`src/rtl/bus_pkg.sv`:
```
// Shared definitions for the serial bus slave port: FSM states and default widths.
// Latency: n/a (package only).
// Backpressure: n/a (package only).
package bus_pkg;

  localparam int DEF_DATA_W  = 8;
  localparam int DEF_ADDR_W  = 12;
  localparam int DEF_BURST_W = 12;

  typedef enum logic [2:0] {
    IDLE,
    ADDR,
    BURST,
    WDATA,
    RREQ,
    RWAIT,
    RDATA,
    DONE
  } state_t;

  function automatic int max3(input int a, input int b, input int c);
    int m;
    m = (a > b) ? a : b;
    return (m > c) ? m : c;
  endfunction

endpackage

```
`src/rtl/bus_shift_reg.sv`:
```
// Shift register, LSB first: serial-in fills from the MSB end, serial-out is bit 0.
// Latency: one clk per shift or parallel load.
// Backpressure: none; shifts only when shift_en is high, load wins over shift.
//
// Ports: clk/reset (sync, active-high), load + load_data (parallel in),
//        shift_en + shift_in (serial in), data (parallel out, data[0] = serial out).
module bus_shift_reg #(
  parameter int W = 8
) (
  input  logic         clk,
  input  logic         reset,
  input  logic         load,
  input  logic [W-1:0] load_data,
  input  logic         shift_en,
  input  logic         shift_in,
  output logic [W-1:0] data
);

  always_ff @(posedge clk) begin
    if (reset) begin
      data <= '0;
    end else if (load) begin
      data <= load_data;
    end else if (shift_en) begin
      data <= {shift_in, data[W-1:1]};
    end
  end

endmodule

```
`src/rtl/bus_slave_port.sv`:
```
// Serial bus slave: collects address, burst length and write words from a bit stream, drives
// word-wide memory strobes/requests and serialises read words back to the master.
// Latency: wr_strobe one cycle after the last write bit; rd_req one cycle after the burst field.
// Backpressure: slave_ready gates rx bits; master_ready=0 holds tx_bit; slave_busy blocks start.
//
// Ports: clk, reset (sync, active-high); write_enable/read_enable select the transaction;
//        rx_bit/master_valid/slave_ready serial in; address/wdata/wr_strobe/rd_req memory side;
//        rd_data/rd_valid memory return; tx_bit/tx_valid/master_ready serial out; done pulse.
module bus_slave_port
  import bus_pkg::*;
#(
  parameter int DATA_W  = DEF_DATA_W,
  parameter int ADDR_W  = DEF_ADDR_W,
  parameter int BURST_W = DEF_BURST_W
) (
  input  logic              clk,
  input  logic              reset,
  input  logic              write_enable,
  input  logic              read_enable,
  input  logic              rx_bit,
  input  logic              master_valid,
  output logic              slave_ready,
  input  logic              slave_busy,
  output logic [ADDR_W-1:0] address,
  output logic [DATA_W-1:0] wdata,
  output logic              wr_strobe,
  output logic              rd_req,
  input  logic [DATA_W-1:0] rd_data,
  input  logic              rd_valid,
  output logic              tx_bit,
  output logic              tx_valid,
  input  logic              master_ready,
  output logic              done
);

  localparam int MAXW = max3(ADDR_W, BURST_W, DATA_W);
  localparam int CW   = $clog2(MAXW + 1);
  localparam int BW   = BURST_W + 1;

  localparam logic [CW-1:0] ADDR_LAST  = CW'(ADDR_W - 1);
  localparam logic [CW-1:0] BURST_LAST = CW'(BURST_W - 1);
  localparam logic [CW-1:0] DATA_LAST  = CW'(DATA_W - 1);

  state_t              state;
  logic                mode_wr;
  logic [CW-1:0]       bit_cnt;
  logic [BW-1:0]       beat_cnt;
  logic [BW-1:0]       beat_total;
  logic [MAXW-1:0]     rx_q;
  logic [MAXW-1:0]     rx_next;
  logic [BURST_W-1:0]  burst_field;
  logic [DATA_W-1:0]   tx_q;
  logic                rx_hs;
  logic                enable_held;
  logic                tx_load;
  logic                tx_shift;
  logic                last_beat;
  logic                unused_bits;

  assign rx_hs       = master_valid & slave_ready;
  // Fields arrive LSB first into the MSB end, so after k bits the field is the top k bits.
  assign rx_next     = {rx_bit, rx_q[MAXW-1:1]};
  assign burst_field = rx_next[MAXW-1 -: BURST_W];
  assign enable_held = mode_wr ? write_enable : read_enable;
  assign tx_load     = (state == RWAIT) & rd_valid & enable_held;
  assign tx_shift    = tx_valid & master_ready;
  assign last_beat   = (beat_cnt + BW'(1)) == beat_total;
  assign tx_bit      = tx_valid & tx_q[0];
  // Bits shifted out of the rx register and the parallel view of tx are not needed.
  assign unused_bits = ^{rx_q[0], tx_q};

  bus_shift_reg #(.W(MAXW)) u_rx (
    .clk       (clk),
    .reset     (reset),
    .load      (1'b0),
    .load_data ({MAXW{1'b0}}),
    .shift_en  (rx_hs),
    .shift_in  (rx_bit),
    .data      (rx_q)
  );

  bus_shift_reg #(.W(DATA_W)) u_tx (
    .clk       (clk),
    .reset     (reset),
    .load      (tx_load),
    .load_data (rd_data),
    .shift_en  (tx_shift),
    .shift_in  (1'b0),
    .data      (tx_q)
  );

  always_ff @(posedge clk) begin
    if (reset) begin
      state       <= IDLE;
      mode_wr     <= 1'b0;
      bit_cnt     <= '0;
      beat_cnt    <= '0;
      beat_total  <= '0;
      address     <= '0;
      wdata       <= '0;
      slave_ready <= 1'b0;
      wr_strobe   <= 1'b0;
      rd_req      <= 1'b0;
      tx_valid    <= 1'b0;
      done        <= 1'b0;
    end else if (state != IDLE && !enable_held) begin
      // Master withdrew its enable: drop everything without issuing any further pulse.
      state       <= IDLE;
      bit_cnt     <= '0;
      beat_cnt    <= '0;
      address     <= '0;
      wdata       <= '0;
      slave_ready <= 1'b0;
      wr_strobe   <= 1'b0;
      rd_req      <= 1'b0;
      tx_valid    <= 1'b0;
      done        <= 1'b0;
    end else begin
      wr_strobe <= 1'b0;
      rd_req    <= 1'b0;
      done      <= 1'b0;
      case (state)
        IDLE: begin
          if ((write_enable ^ read_enable) && !slave_busy) begin
            mode_wr     <= write_enable;
            state       <= ADDR;
            slave_ready <= 1'b1;
            bit_cnt     <= '0;
            beat_cnt    <= '0;
          end
        end
        ADDR: begin
          if (rx_hs) begin
            if (bit_cnt == ADDR_LAST) begin
              address <= rx_next[MAXW-1 -: ADDR_W];
              bit_cnt <= '0;
              state   <= BURST;
            end else begin
              bit_cnt <= bit_cnt + CW'(1);
            end
          end
        end
        BURST: begin
          if (rx_hs) begin
            if (bit_cnt == BURST_LAST) begin
              // A zero-length burst still moves one beat.
              beat_total <= (burst_field == '0) ? BW'(1) : {1'b0, burst_field};
              bit_cnt    <= '0;
              if (mode_wr) begin
                state <= WDATA;
              end else begin
                state       <= RREQ;
                slave_ready <= 1'b0;
                rd_req      <= 1'b1;
              end
            end else begin
              bit_cnt <= bit_cnt + CW'(1);
            end
          end
        end
        WDATA: begin
          if (wr_strobe) begin
            // Strobe cycle: rx is paused so the beat bookkeeping never overlaps a bit.
            address  <= address + ADDR_W'(1);
            beat_cnt <= beat_cnt + BW'(1);
            if (last_beat) begin
              state <= DONE;
              done  <= 1'b1;
            end else begin
              slave_ready <= 1'b1;
            end
          end else if (rx_hs) begin
            if (bit_cnt == DATA_LAST) begin
              wdata       <= rx_next[MAXW-1 -: DATA_W];
              wr_strobe   <= 1'b1;
              slave_ready <= 1'b0;
              bit_cnt     <= '0;
            end else begin
              bit_cnt <= bit_cnt + CW'(1);
            end
          end
        end
        RREQ: begin
          state <= RWAIT;
        end
        RWAIT: begin
          if (rd_valid) begin
            state    <= RDATA;
            tx_valid <= 1'b1;
            bit_cnt  <= '0;
          end
        end
        RDATA: begin
          if (master_ready) begin
            if (bit_cnt == DATA_LAST) begin
              tx_valid <= 1'b0;
              address  <= address + ADDR_W'(1);
              beat_cnt <= beat_cnt + BW'(1);
              if (last_beat) begin
                state <= DONE;
                done  <= 1'b1;
              end else begin
                state  <= RREQ;
                rd_req <= 1'b1;
              end
            end else begin
              bit_cnt <= bit_cnt + CW'(1);
            end
          end
        end
        DONE: begin
          state <= IDLE;
        end
        default: begin
          state <= IDLE;
        end
      endcase
    end
  end

endmodule

```
`config.mk`:
```
export PLATFORM = sky130hd
export DESIGN_NAME = bus_slave_port
export DESIGN_NICKNAME = d
export VERILOG_FILES = /design/src/rtl/bus_pkg.sv /design/src/rtl/bus_shift_reg.sv /design/src/rtl/bus_slave_port.sv
export SDC_FILE = /design/constraint.sdc
export NUM_CORES = 1
export LEC_CHECK = 0
export BUFFER_PORTS_ARGS = -buffer_cell sky130_fd_sc_hd__buf_4
export CORE_MARGIN = 2
export CORE_UTILIZATION = 25
export DETAILED_ROUTE_END_ITERATION = 8
export GPL_TIMING_DRIVEN = 1
export PLACE_DENSITY = 0.5
export SETUP_SLACK_MARGIN = 0.4
export SKIP_LAST_GASP = 1
export SYNTH_ARGS = -nofsm -noshare
export SYNTH_HDL_FRONTEND = slang
export SYNTH_HIERARCHICAL = 1
export SYNTH_SLANG_ARGS = --single-unit
```
`constraint.sdc`:
```
create_clock -name clk -period 3.98 [get_ports clk]
set_input_delay 0.398 -clock clk [delete_from_list [all_inputs] [get_ports clk]]
set_output_delay 0.398 -clock clk [all_outputs]
set_load 0.03 [all_outputs]
```
[Word level (Yosys, flattened, before mapping)]
Index checks and enable logic that the tools add are counted.
Storage, ports and cells
  flip-flop bits (word level): 79
  latch bits: 0
  RAM bits: 0
  bits in read-only memories: 0
  bits of input ports: 17
  output and inout bits: 26
  word-level logic and storage cells: 143
  memories: 0
Operators by class
  add/subtract/negate cells: 3
  multipliers: 0
  div/mod/pow operators: 0
  magnitude comparators: 0
  equality and inequality tests: 28
  shifts and indexed selects: 0
  muxes and demuxes: 63
  bitwise logic cells: 10
  reductions and logical operators: 25
Operators by type and width (count)
  2-to-1 mux 12 bit: 6
  2-to-1 mux 13 bit: 4
  one-hot mux 13 bit (3 select lines): 1
  2-to-1 mux 4 bit: 9
  one-hot mux 12 bit (3 select lines): 1
  2-to-1 mux 3 bit: 11
  inequality test 2 bit (second input constant): 14
  one-hot mux 3 bit (8 select lines): 1
  2-to-1 mux 1 bit: 22
  one-hot mux 4 bit (5 select lines): 1
  2-to-1 mux 8 bit: 2
  AND reduction 8 bit: 2
  adder 13 x 1 -> 13 bit (second input constant): 1
  == test 13 bit: 1
  adder 12 x 1 -> 12 bit (second input constant): 1
  == test 3 bit (second input constant): 4
  zero test 12 bit: 1
  AND reduction 4 bit: 3
  nonzero test 3 bit: 4
  AND reduction 10 bit: 1
  inequality test 3 bit (second input constant): 3
  == test 3 x 2 -> 1 bit (second input constant): 2
  one-hot mux 1 bit (2 select lines): 3
  AND reduction 6 bit: 1
  19 further kinds: 30

[Longest topological paths before layout]
  depth after elaboration: 6
  mapped depth: 9
  gate-level depth less buffers: 7

[By module]
Netlist, hierarchy kept.
Modules (own cells, without submodules)
  bus_slave_port: times used 1, cells each 446, area each 3514.6 um2, seq. area each 1161.1 um2
  bus_shift_reg at u_rx: times used 1, cells each 53, area each 603.1 um2, seq. area each 240.2 um2
  bus_shift_reg at u_tx: times used 1, cells each 35, area each 369.1 um2, seq. area each 160.2 um2

[Worst setup path after synthesis]
No wires, ideal clock.
  kind: reg2reg
  from: register beat_cnt[0]
  to: register slave_ready
  library setup time: 0.122 ns
  arrival time: 2.210 ns
  data required time: 3.858 ns
  path slack: 1.649 ns
  stages on the path, launching flop included: 10
  buffers on the path: 2
  clock period less this slack: 2.331 ns
  cells stage by stage: dfxtp_1 ha_1 buf_6 and3_1 buf_6 a31o_1 a31oi_1 a21oi_1 or4_4 o311a_1
On the way
  longest elaborated chain between the ends: 4
RTL lines
  start, declared: RTL line bus_slave_port.sv:47  | logic [BW-1:0] beat_cnt;
  start signal, assigned: RTL line bus_slave_port.sv:165  | beat_cnt <= beat_cnt + BW'(1);
  start signal, assigned: RTL line bus_slave_port.sv:198  | beat_cnt <= beat_cnt + BW'(1);
  adder 13 x 1 -> 13 bit: RTL line bus_slave_port.sv:67  | assign last_beat = (beat_cnt + BW'(1)) == beat_total;
  == test 13 bit: RTL line bus_slave_port.sv:67
  inequality test 3 bit (no line)
  AND reduction 8 bit (no line)
  end signal, assigned: RTL line bus_slave_port.sv:101  | slave_ready <= 1'b0;
  end signal, assigned: RTL line bus_slave_port.sv:113  | slave_ready <= 1'b0;
  end signal, assigned: RTL line bus_slave_port.sv:127  | slave_ready <= 1'b1;
  end, declared: RTL line bus_slave_port.sv:22  | output logic slave_ready,
No other way between the ends.
A chain may end at the register's enable or synchronous reset.

[Worst setup path after layout]
  from: register beat_cnt[0]
  to: register rd_req
On the way
  longest elaborated chain between the ends: 6
RTL lines
  adder 13 x 1 -> 13 bit: RTL line bus_slave_port.sv:67
  == test 13 bit: RTL line bus_slave_port.sv:67
  2-to-1 mux 1 bit: RTL line bus_slave_port.sv:199  | if (last_beat) begin
  2-to-1 mux 1 bit: RTL line bus_slave_port.sv:195  | if (bit_cnt == DATA_LAST) begin
  2-to-1 mux 1 bit: RTL line bus_slave_port.sv:194  | if (master_ready) begin
  one-hot mux 1 bit (2 select lines): RTL line bus_slave_port.sv:122  | case (state)
  end signal, assigned: RTL line bus_slave_port.sv:115  | rd_req <= 1'b0;
  end signal, assigned: RTL line bus_slave_port.sv:120  | rd_req <= 1'b0;
  end signal, assigned: RTL line bus_slave_port.sv:204  | rd_req <= 1'b1;
  end, declared: RTL line bus_slave_port.sv:27  | output logic rd_req,
No other way between the ends.

==> flow_metrics.env <==
export IMPL_grt_first_pass_wirelength_mm=19.7
export IMPL_track_usage_pct=13.2
export IMPL_rr_endpoint="rd_req"
export IMPL_numClockSinks=77
export IMPL_grt_setup_unrepaired="false"
export IMPL_max_slew_worst_pin_slew_ns=1.06
export IMPL_multi_input_comb_area_um2=2710
export IMPL_fillCellCount=1853
export IMPL_setup_viol_count_final=0
export IMPL_drt_wirelength_per_cell_um=15.3
export IMPL_final_net_count=582
export IMPL_status="complete, no violations"
export IMPL_slew_viol_final=0
export IMPL_synth_area_per_cell_um2=8.37
export IMPL_fin_tns_setup_ns=0
export IMPL_count_of_non_filler_cells_in_the_finished_layout=792
export IMPL_final_common_cell="sky130_fd_sc_hd__dfxtp_1"
export IMPL_final_layout_size_suffix_gt1_share_pct=13.8
export IMPL_root_buffer="sky130_fd_sc_hd__clkbuf_16"
export IMPL_placeableCoreArea_um2=17300
export IMPL_post_cts_setup_buffers=0
export IMPL_achievable_frequency_mhz=361
export IMPL_clock_pin_slew_on_the_worst_setup_and_hold_paths_ns=0.06
export IMPL_timing_critical_path_required_ns=4.16
export IMPL_p_per_area_nw_per_um2=388
export IMPL_critical_path_startpoint="beat_cnt[0]"
export IMPL_timing_final_hold_violations=0
export IMPL_initial_utilization_pct=25.7
export IMPL_ff2ff_setup_slack_ns=1.21
export IMPL_fin_util_pct=30.0
export IMPL_holdCritPathClass="input pin to register"
export IMPL_critPathMaxFanout=8
export IMPL_p_leak_nw=1.82
export IMPL_place_hpwl_mm=8.58
export IMPL_layout_min_cycle_time_ns=2.77
export IMPL_port_buffer_count=42
export IMPL_ir_drop_mv=0.219
export IMPL_register_area_um2=1540
export IMPL_globalplace_congestion=0.845
export IMPL_clk_latency_ns=0.34
export IMPL_htree_num_levels=3
export IMPL_routed_wirelength_mm=12.1
export IMPL_via_per_inst=5.13
export IMPL_largest_net_degree_at_the_start_of_global_routing=36
export IMPL_timing_critical_path_arrival_ns=2.96
export IMPL_period_share_pct=69.7
export IMPL_most_common_layout_cells="sky130_fd_sc_hd__dfxtp_1, sky130_fd_sc_hd__nor2_1, sky130_fd_sc_hd__buf_4, sky130_fd_sc_hd__mux2i_1, sky130_fd_sc_hd__nand2_1"
export IMPL_antennaDiodeCount=0
export IMPL_cts_hold_buffers_added=0
export IMPL_post_place_cells=776
export IMPL_floorplan_rows=48
export IMPL_antenna_violating_nets_post_route=0
export IMPL_path_class="register to register"
export IMPL_first_global_vias=3844
export IMPL_cts_resized_gates=0
export IMPL_maxCapViolCount=0
export IMPL_cp_end_kind="register"
export IMPL_max_slew_headroom_pct=28.6
export IMPL_detailroute_via_count=4065
export IMPL_top_level_ports=43
export IMPL_antenna_found_initial=0
export IMPL_clock_tree_buffer_depth=2
export IMPL_clock_skew_ns=0.00592
export IMPL_syn_inst=530
export IMPL_ys_warn_count=6
export IMPL_dr_first_iter_drc_count=288
export IMPL_layout_area_overhead_vs_synth_pct=16.8
export IMPL_grt_overflow_total=0
export IMPL_endpoint="rd_req"
export IMPL_fp_dieW_um=137
export IMPL_holdWs_ns=0.356
export IMPL_cts_tree="done"
export IMPL_reg2regPathDepth=7
export IMPL_critical_path_startpoint_type="register"
export IMPL_fp_dieH_um=137
export IMPL_drc=0
export IMPL_firstDrtPassIters=5
export IMPL_worst_r2r_startpoint="beat_cnt[0]"
export IMPL_cts_buffers_inserted=9
export IMPL_die_area_um2=18800
export IMPL_synth_area_um2=4440
[worst min-delay path by stage]
stage	from	to	slack [ns]	cells after the start
2_1_floorplan	beat_cnt[12]	beat_cnt[12]	0.44	2
3_3_place_gp	beat_cnt[12]	beat_cnt[12]	0.48	2
3_5_place_dp	beat_cnt[12]	beat_cnt[12]	0.46	2
4_1_cts	write_enable	mode_wr	0.34	3
5_1_grt	write_enable	mode_wr	0.35	3
6_report	write_enable	mode_wr	0.36	3
[metal layers]
layer / share of wire, % / up-vias / track usage (%)
li1: - / 1992 / -
met1: 48 / 1942 / 17.8
met2: 45 / 116 / 21.2
met3: 5.7 / 15 / 3.16
met4: 1.0 / 0 / 3.38
met5: 0 / - / 0
[area by class of cell]
class	instances	share of cell area (%)
sequential	77	29.7
tap	225	5.43
timing repair buffer	45	6.52
clock inverter	5	0.676
clock buffer	11	4.68
multi-input combinational	419	52.2
inverter	10	0.724
[registers in the layout (all words and copies together), names as in the netlist]
signal,flops
beat_cnt,13
address,12
beat_total,12
u_rx/data,11
u_tx/data,8
wdata,8
bit_cnt,4
state,3
done,1
mode_wr,1
rd_req,1
slave_ready,1
tx_valid,1
wr_strobe,1
[per-stage QoR]
| stage | total power (W) | cell area [um^2] | worst slack, ns |
|---|---|---|---|
| 4_1_cts | 0.00203 | 5180 | 1.17 |
| 3_3_place_gp | 0.00124 | 4910 | 1.11 |
| 3_5_place_dp | 0.00125 | 4910 | 1.18 |
| 5_1_grt | 0.00211 | 5180 | 0.927 |
| 6_report | 0.00201 | 5180 | 1.21 |
| 2_1_floorplan | 0.00114 | 4490 | 1.65 |
[report_power, final]
part	internal (W)	total, W	switching [W]
Clock	0.000441	0.000774	0.000334
Sequential	0.000795	0.000859	0.0000641
Combinational	0.000137	0.000381	0.000244
Total	0.00137	0.00201	0.000641
[critical path, cell delays in order (launching register included)]
cell and delay, ns:
sky130_fd_sc_hd__dfxtp_1 0.43, sky130_fd_sc_hd__ha_1 0.35, sky130_fd_sc_hd__and3_1 0.39, sky130_fd_sc_hd__nand3_1 0.20, sky130_fd_sc_hd__a21oi_1 0.17, sky130_fd_sc_hd__o31ai_1 0.11
sky130_fd_sc_hd__nor4_1 0.74, sky130_fd_sc_hd__o21ai_0 0.22
(Power assumes the default switching activity.)
